==> src/rtl/fetch_pkg.sv <==
// fetch_pkg: shared constants, queue entry type and state enum for the fetch unit.
// Latency: n/a (types and constants only).
// Backpressure: n/a.
package fetch_pkg;

   localparam int unsigned       ADDR_W           = 32;
   localparam int unsigned       INS_W            = 32;
   localparam logic [ADDR_W-1:0] PC_STEP          = 32'd4;
   localparam logic [ADDR_W-1:0] RESET_PC_DEFAULT = 32'h0000_0000;

   typedef enum logic {
      RUN  = 1'b0,
      HALT = 1'b1
   } fetch_state_e;

   // One queue slot: fetched word tagged with the PC it was read from.
   typedef struct packed {
      logic [ADDR_W-1:0] pc;
      logic [INS_W-1:0]  ins;
   } fetch_entry_t;

   function automatic logic [ADDR_W-1:0] align_pc(input logic [ADDR_W-1:0] pc);
      return {pc[ADDR_W-1:2], 2'b00};
   endfunction

   function automatic logic pc_misaligned(input logic [ADDR_W-1:0] pc);
      return (pc[1:0] != 2'b00);
   endfunction

endpackage

==> src/rtl/fetch_fifo.sv <==
// fetch_fifo: DEPTH-entry register FIFO with synchronous flush and occupancy count.
// Latency: push visible at head one cycle later; head is a registered array read.
// Backpressure: none internally; caller must never push when full or pop when empty.
//
// Ports: clk, rst_n (sync, active-low), flush (empties, overrides push/pop),
//        push_vld/push_dat (write), pop_rdy (consume head), head_vld/head_dat, count.
module fetch_fifo #(
   parameter int unsigned DEPTH = 2,
   parameter int unsigned W     = 64
) (
   input  logic                   clk,
   input  logic                   rst_n,
   input  logic                   flush,
   input  logic                   push_vld,
   input  logic [W-1:0]           push_dat,
   input  logic                   pop_rdy,
   output logic                   head_vld,
   output logic [W-1:0]           head_dat,
   output logic [$clog2(DEPTH):0] count
);

   localparam int unsigned PTR_W = $clog2(DEPTH);
   localparam int unsigned CNT_W = PTR_W + 1;

   logic [W-1:0]     mem_q [DEPTH];
   logic [W-1:0]     mem_d [DEPTH];
   logic [PTR_W-1:0] rd_ptr_q, rd_ptr_d;
   logic [PTR_W-1:0] wr_ptr_q, wr_ptr_d;
   logic [CNT_W-1:0] count_q, count_d;
   logic             do_pop;

   assign head_vld = (count_q != '0);
   assign head_dat = mem_q[rd_ptr_q];
   assign count    = count_q;
   assign do_pop   = pop_rdy && head_vld;

   always_comb begin
      mem_d    = mem_q;
      rd_ptr_d = rd_ptr_q;
      wr_ptr_d = wr_ptr_q;
      count_d  = count_q;
      if (flush) begin
         rd_ptr_d = '0;
         wr_ptr_d = '0;
         count_d  = '0;
      end else begin
         if (push_vld) begin
            mem_d[wr_ptr_q] = push_dat;
            wr_ptr_d        = wr_ptr_q + PTR_W'(1);
         end
         if (do_pop) begin
            rd_ptr_d = rd_ptr_q + PTR_W'(1);
         end
         // Push and pop together leave the count unchanged.
         count_d = count_q + CNT_W'(push_vld) - CNT_W'(do_pop);
      end
   end

   always_ff @(posedge clk) begin
      if (!rst_n) begin
         rd_ptr_q <= '0;
         wr_ptr_q <= '0;
         count_q  <= '0;
      end else begin
         rd_ptr_q <= rd_ptr_d;
         wr_ptr_q <= wr_ptr_d;
         count_q  <= count_d;
      end
   end

   // Storage needs no reset: contents are only observed through count_q.
   always_ff @(posedge clk) begin
      mem_q <= mem_d;
   end

endmodule

==> src/rtl/instr_fetch_unit.sv <==
// instr_fetch_unit: owns the PC, issues in-order imem reads, queues words for decode.
// Latency: imem response to ins_valid is 1 cycle (registered queue).
// Backpressure: ins_ready stalls the queue; credits (queue + in-flight <= DEPTH) stop requests.
//
// Ports: clk, rst_n (sync, active-low); redirect_valid/redirect_target;
//        imem_req_valid/imem_req_ready/imem_req_addr; imem_rsp_valid/imem_rsp_data;
//        ins_valid/ins_ready/ins/ins_pc; fetch_fault.
// Build option FETCH_FAULT_EN: misaligned redirect halts fetch and raises fetch_fault;
// otherwise the target is word-aligned on load and fetch_fault stays 0.
module instr_fetch_unit
   import fetch_pkg::*;
#(
   parameter int unsigned       DEPTH    = 2,
   parameter logic [ADDR_W-1:0] RESET_PC = RESET_PC_DEFAULT
) (
   input  logic              clk,
   input  logic              rst_n,
   input  logic              redirect_valid,
   input  logic [ADDR_W-1:0] redirect_target,
   output logic              imem_req_valid,
   input  logic              imem_req_ready,
   output logic [ADDR_W-1:0] imem_req_addr,
   input  logic              imem_rsp_valid,
   input  logic [INS_W-1:0]  imem_rsp_data,
   output logic              ins_valid,
   input  logic              ins_ready,
   output logic [INS_W-1:0]  ins,
   output logic [ADDR_W-1:0] ins_pc,
   output logic              fetch_fault
);

   localparam int unsigned CNT_W = $clog2(DEPTH) + 1;

   fetch_state_e      state_q, state_d;
   logic [ADDR_W-1:0] fetch_pc_q, fetch_pc_d;
   logic [CNT_W-1:0]  outst_q, outst_d;
   logic [CNT_W-1:0]  drop_q, drop_d;
   logic              fault_q, fault_d;

   logic [CNT_W-1:0]  q_count;
   logic [CNT_W-1:0]  shd_count;
   logic [CNT_W:0]    credit_used;
   logic              req_acc;
   logic              rsp_take;
   logic              rsp_live;
   logic              q_head_vld;
   logic              shd_head_vld;
   logic [ADDR_W-1:0] shd_head_pc;
   fetch_entry_t      q_push_dat;
   fetch_entry_t      q_head_dat;
   logic              unused_shd;

   // Every word in flight or buffered holds a slot, so a response always fits.
   assign credit_used    = {1'b0, q_count} + {1'b0, outst_q};
   assign imem_req_valid = rst_n && (state_q == RUN) && (credit_used < (CNT_W+1)'(DEPTH));
   assign imem_req_addr  = fetch_pc_q;
   assign req_acc        = imem_req_valid && imem_req_ready;

   // Responses with nothing outstanding (e.g. straggling across a reset) are ignored.
   assign rsp_take = imem_rsp_valid && (outst_q != '0);
   // Non-stale response: its PC sits at the shadow head.
   assign rsp_live = rsp_take && (drop_q == '0) && shd_head_vld;

   assign q_push_dat  = '{pc: shd_head_pc, ins: imem_rsp_data};
   assign ins_valid   = rst_n && q_head_vld;
   assign ins         = q_head_dat.ins;
   assign ins_pc      = q_head_dat.pc;
   assign fetch_fault = rst_n && fault_q;
   assign unused_shd  = ^shd_count;

   fetch_fifo #(.DEPTH(DEPTH), .W($bits(fetch_entry_t))) u_ins_q (
      .clk      (clk),
      .rst_n    (rst_n),
      .flush    (redirect_valid),
      .push_vld (rsp_live && !redirect_valid),
      .push_dat (q_push_dat),
      .pop_rdy  (ins_valid && ins_ready),
      .head_vld (q_head_vld),
      .head_dat (q_head_dat),
      .count    (q_count)
   );

   // PCs of live requests, in issue order, waiting for their data.
   fetch_fifo #(.DEPTH(DEPTH), .W(ADDR_W)) u_pc_shadow (
      .clk      (clk),
      .rst_n    (rst_n),
      .flush    (redirect_valid),
      .push_vld (req_acc && !redirect_valid),
      .push_dat (fetch_pc_q),
      .pop_rdy  (rsp_live),
      .head_vld (shd_head_vld),
      .head_dat (shd_head_pc),
      .count    (shd_count)
   );

   always_comb begin
      state_d    = state_q;
      fault_d    = fault_q;
      fetch_pc_d = fetch_pc_q;
      drop_d     = drop_q;
      outst_d    = outst_q + CNT_W'(req_acc) - CNT_W'(rsp_take);
      if (rsp_take && (drop_q != '0)) begin
         drop_d = drop_q - CNT_W'(1);
      end
      if (req_acc) begin
         fetch_pc_d = fetch_pc_q + PC_STEP;
      end
      if (redirect_valid) begin
         // Everything still in flight after this edge, including a request
         // accepted right now, belongs to the old path.
         drop_d = outst_d;
`ifdef FETCH_FAULT_EN
         fetch_pc_d = redirect_target;
         if (pc_misaligned(redirect_target)) begin
            state_d = HALT;
            fault_d = 1'b1;
         end else begin
            state_d = RUN;
            fault_d = 1'b0;
         end
`else
         fetch_pc_d = align_pc(redirect_target);
`endif
      end
   end

   always_ff @(posedge clk) begin
      if (!rst_n) begin
         state_q    <= RUN;
         fault_q    <= 1'b0;
         fetch_pc_q <= RESET_PC;
         outst_q    <= '0;
         drop_q     <= '0;
      end else begin
         state_q    <= state_d;
         fault_q    <= fault_d;
         fetch_pc_q <= fetch_pc_d;
         outst_q    <= outst_d;
         drop_q     <= drop_d;
      end
   end

endmodule

==> config.mk <==
export PLATFORM = sky130hd
export DESIGN_NAME = instr_fetch_unit
export DESIGN_NICKNAME = d
export VERILOG_FILES = /design/src/rtl/fetch_pkg.sv /design/src/rtl/fetch_fifo.sv /design/src/rtl/instr_fetch_unit.sv
export SDC_FILE = /design/constraint.sdc
export NUM_CORES = 1
export LEC_CHECK = 0
export ABC_AREA = 1
export BUFFER_PORTS_ARGS = -buffer_cell sky130_fd_sc_hd__buf_2
export CORE_MARGIN = 5
export CORE_UTILIZATION = 40
export DETAILED_ROUTE_END_ITERATION = 16
export GPL_ROUTABILITY_DRIVEN = 0
export PLACE_DENSITY = 0.67
export SYNTH_ARGS = -nofsm -noshare
export SYNTH_HDL_FRONTEND = slang
export SYNTH_SLANG_ARGS = --single-unit
export TNS_END_PERCENT = 10
==> constraint.sdc <==
create_clock -name clk -period 6.8 [get_ports clk]
set_input_delay 0.34 -clock clk [delete_from_list [all_inputs] [get_ports clk]]
set_output_delay 0.34 -clock clk [all_outputs]
set_load 0.01 [all_outputs]
==> impl_summary.txt <==
----------------------------------------------------
[Timing]
  Worst Clk Skew ... 0.0102 ns
  Final min period ... 3.17 ns
  Max frequency ... 316 MHz
  Unrepaired setup endpoints after global routing ... no
  Worst-Margin Slew ... 1.00 ns
  Final critical-path share of the clock period ... 46.5%
  Total negative setup slack ... 0 ns
  Number of endpoints failing setup at the final stage ... 0
  Final max-slew violation count ... 0
  Slew margin rel. ... 33.0%
  Final Hold Viols ... 0

[Global routing]
  Total GRT Usage ... 15.1%
  Global-route wire length before repair ... 32.4 mm
  Pin count of the biggest net entering global routing ... 64
  Antenna violations before repair ... 0
  Remaining global-route overflow ... 0
  Via count of the first global-routing pass ... 6,248

[Min path]
  Capture endpoint of the worst hold path ... u_ins_q.mem_q[76]
  Hold_sp ... imem_rsp_data[12]
  Class of the tightest hold or removal check ... primary input to flip-flop
  Hold path depth ... 1

[Yosys]
  Count of synthesis-stage warnings from yosys ... 0
  EDFF count, synth ... 184
  Ys async rst share ... 0%
  Synthesized-area fraction occupied by ao, oa, aoi and oai cells ... 3.55%
  Commonest register cell after synthesis ... sky130_fd_sc_hd__edfxtp_1
  Adder and majority gate portion of the synthesized area ... 1.26%
  Fraction of the yosys area taken by sequential cells ... 67.0%
  Distinct cell type count of the synthesized netlist ... 30
  Multiplexer fraction of the synthesized cell area ... 0%
  Mean cell area of the mapped netlist ... 9.96 sq um
  Area share of and/or/nand/nor cells after synthesis ... 21.7%
  Instance count of the mapped netlist ... 954
  Synthesized flop and latch total ... 226
  Mapped cell area ... 9500 sq um
  Dominant combinational cell family by area after synthesis ... simple AND/OR/NAND/NOR gates
  Xor/xnor share of the synthesized area ... 1.75%

[Drt]
  Wire length per cell ... 14.3 microns
  DRC violation total after the first TritonRoute iteration ... 350
  Via count ... 6,648
  Number of antenna-violating nets in the routed design ... 0
  Via-to-Cell Ratio ... 4.55
  # DRC ... 0
  Total length of routed wires ... 20.9 mm
  Number of detailed-route iterations in the first pass ... 5

[Placement]
  Detailed-placement wirelength estimate ... 13.9 mm
  Port bufs ... 161

[Power and ir drop]
  Switch Pwr ... 0.655 mW
  Peak supply drop ... 0.000132 V
  Comb power frac ... 6.2%
  Switching Fraction ... 21.0%
  Cell leakage power ... 4.79 nW
  PD cells ... 271 nW/um^2
  Internal Dissipation ... 2.47 mW
  Reg power frac ... 50.3%
  Clock power frac ... 43.5%
  Overall power consumption ... 3.12 mW

[Critical path]
  Peak fanout along the critical path ... 29
  Data arrival, critical path ... 3.61 ns
  Data required time of the critical path ... 7.24 ns
  Critical Path End Type ... flip-flop
  Slack of the worst reg-to-reg path ... 3.63 ns
  Critical path origin ... outst_q[0]
  Launch instance of the worst register-to-register path ... outst_q[0]
  Startpoint class of the critical path ... flip-flop
  Category of the most critical setup path ... flip-flop to flip-flop
  R2R Path End ... u_pc_shadow.count[1]
  Number of cells on the worst reg-to-reg path ... 13

[Layout]
  Area grow syn2layout ... 21.3%
  Antenna diode count ... 0
  Most common library cell in the layout ignoring fill and taps ... sky130_fd_sc_hd__nand2_1
  Share of layout cells above drive strength 1 ... 19.4%
  Post-layout net count ... 1,203
  Highest-count cells in the layout ignoring fill and taps ... sky130_fd_sc_hd__nand2_1 (440), sky130_fd_sc_hd__edfxtp_1 (184), sky130_fd_sc_hd__buf_2 (161)

[Floorplan]
  Die Footprint ... 26,900 sq um
  Initial Utilization ... 40.6%
  Vertical extent of the die ... 164 microns
  Placeable core region ... 23,400 sq um
  FP Rows ... 56
  Io pins ... 169
  Die boundary width ... 164 microns

[Clock tree]
  Number of hold buffers added after CTS ... 5
  CTS root buf ... sky130_fd_sc_hd__clkbuf_16
  Clock Pin Slew Worst Setup and Hold Paths ... 0.06 ns
  Clk buf depth ... 3
  Clock tree from TritonCTS ... done
  Clock buffer count from CTS ... 24
  Total clock sinks ... 226
  Worst-Skew Late Latency ... 0.51 ns
  H-tree lvl count ... 1
  Post-cts repair resize count ... 0
  Setup fix buffers added after clock tree synthesis ... 0

[Flow run]
  Max-cap viol count ... 0

[Run status]
  Run status ... finished, final reports clean

----------------------------------------------------
-- synthesized netlist by cell type, types with 2 or more instances --
library cell | n | area [sq um]
sky130_fd_sc_hd__nand2_1 | 440 | 1650
sky130_fd_sc_hd__edfxtp_1 | 184 | 5530
sky130_fd_sc_hd__inv_1 | 67 | 251
sky130_fd_sc_hd__nor2_1 | 61 | 229
sky130_fd_sc_hd__dfxtp_1 | 42 | 841
sky130_fd_sc_hd__a21oi_1 | 27 | 135
sky130_fd_sc_hd__o21ai_0 | 23 | 115
sky130_fd_sc_hd__clkbuf_1 | 21 | 78.8
sky130_fd_sc_hd__nand3_1 | 20 | 100
sky130_fd_sc_hd__xor2_1 | 13 | 114
sky130_fd_sc_hd__ha_1 | 8 | 100
sky130_fd_sc_hd__a31oi_1 | 6 | 37.5
sky130_fd_sc_hd__xnor2_1 | 6 | 52.6
sky130_fd_sc_hd__buf_4 | 5 | 37.5
sky130_fd_sc_hd__a21oi_2 | 4 | 35.0
sky130_fd_sc_hd__buf_1 | 4 | 15.0
sky130_fd_sc_hd__buf_6 | 3 | 33.8
sky130_fd_sc_hd__inv_2 | 3 | 11.3
sky130_fd_sc_hd__buf_2 | 2 | 10.0
sky130_fd_sc_hd__nand2_4 | 2 | 22.5
sky130_fd_sc_hd__nor2_2 | 2 | 12.5
sky130_fd_sc_hd__nor3_1 | 2 | 10.0
sky130_fd_sc_hd__or2_2 | 2 | 12.5
-- kinds of logic (layout without fill, tap and decap cells) --
logic type,count (synthesis),in the layout
flip-flops,226,226
adder cells (fa/ha/maj),9,9
AND/OR/NAND/NOR,531,531
buffers and inverters,106,289
XOR/XNOR,19,19
AO/OA/AOI/OAI,62,62
other,1,5
-- sequential cells by signal, summed over array words and instances, names as in the netlist --
| signal | flops |
|---|---|
| imem_req_addr | 30 |
| drop_q | 2 |
| u_pc_shadow.count | 2 |
| u_pc_shadow.rd_ptr_q | 1 |
| u_pc_shadow.wr_ptr_q | 1 |
| outst_q | 2 |
| u_ins_q.rd_ptr_q | 1 |
| u_ins_q.count | 2 |
| u_pc_shadow.mem_q | 60 |
| u_ins_q.wr_ptr_q | 1 |
| u_ins_q.mem_q | 124 |
-- worst max-delay path, cell delays in order, from the launching register on --
cell and delay (ns):
sky130_fd_sc_hd__dfxtp_1 0.36, sky130_fd_sc_hd__nand2_1 0.06, sky130_fd_sc_hd__inv_1 0.07, sky130_fd_sc_hd__fa_1 0.45
sky130_fd_sc_hd__nor3_4 0.25, sky130_fd_sc_hd__nand2_4 0.12, sky130_fd_sc_hd__nor2_4 0.54, sky130_fd_sc_hd__inv_1 0.19
sky130_fd_sc_hd__ha_1 0.32, sky130_fd_sc_hd__inv_1 0.04, sky130_fd_sc_hd__ha_1 0.18, sky130_fd_sc_hd__xnor2_1 0.13
sky130_fd_sc_hd__or2_2 0.27, sky130_fd_sc_hd__a21oi_1 0.12
-- cell type report --
type,instances,area (sq um)
clock buffers,30,644
clock inverters,13,188
fillers,2159,11900
inverters,70,263
multi-input cells,626,2730
flip-flops and latches,226,6370
well taps,319,399
repair buffers,176,938
-- power by group through the flow --
stage	Clock (mW)	Combinational (mW)	Sequential (mW)
3_3_place_gp	0	0.185	1.60
4_1_cts	1.39	0.194	1.57
5_1_grt	1.46	0.220	1.57
3_5_place_dp	0	0.191	1.60
6_report	1.36	0.193	1.57
2_1_floorplan	0	0.124	1.59
-- metrics by stage --
step           cell area (sq um)  setup WS, ns  std cells  utilization, %  hold WS (ns)
6_report                   11500          3.63       1460            49.3        0.0208
5_1_grt                    11500          3.39       1460            49.3      0.000207
4_1_cts                    11500          3.59       1457            49.1      0.000256
3_5_place_dp               10600          3.61       1409            45.4         0.465
3_3_place_gp               10600          3.67       1409            45.4         0.449
2_1_floorplan               9520          2.72        958               -         0.433
-- worst max path at each step --
stage / to / depth (start not counted)
2_1_floorplan: u_ins_q.mem_q[0] / 6
3_3_place_gp: u_pc_shadow.count[1] / 13
3_5_place_dp: u_pc_shadow.count[1] / 13
4_1_cts: u_pc_shadow.count[1] / 13
5_1_grt: u_pc_shadow.count[1] / 13
6_report: u_pc_shadow.count[1] / 13
-- layer usage --
layer | GRT usage (%) | vias up | part of all wire [%]
li1 | - | 3421 | -
met1 | 20.3 | 2999 | 45
met2 | 24.7 | 198 | 46
met3 | 3.59 | 30 | 7.2
met4 | 4.19 | 0 | 1.8
met5 | 0 | - | 0
Power figures use the tool's default switching activity.
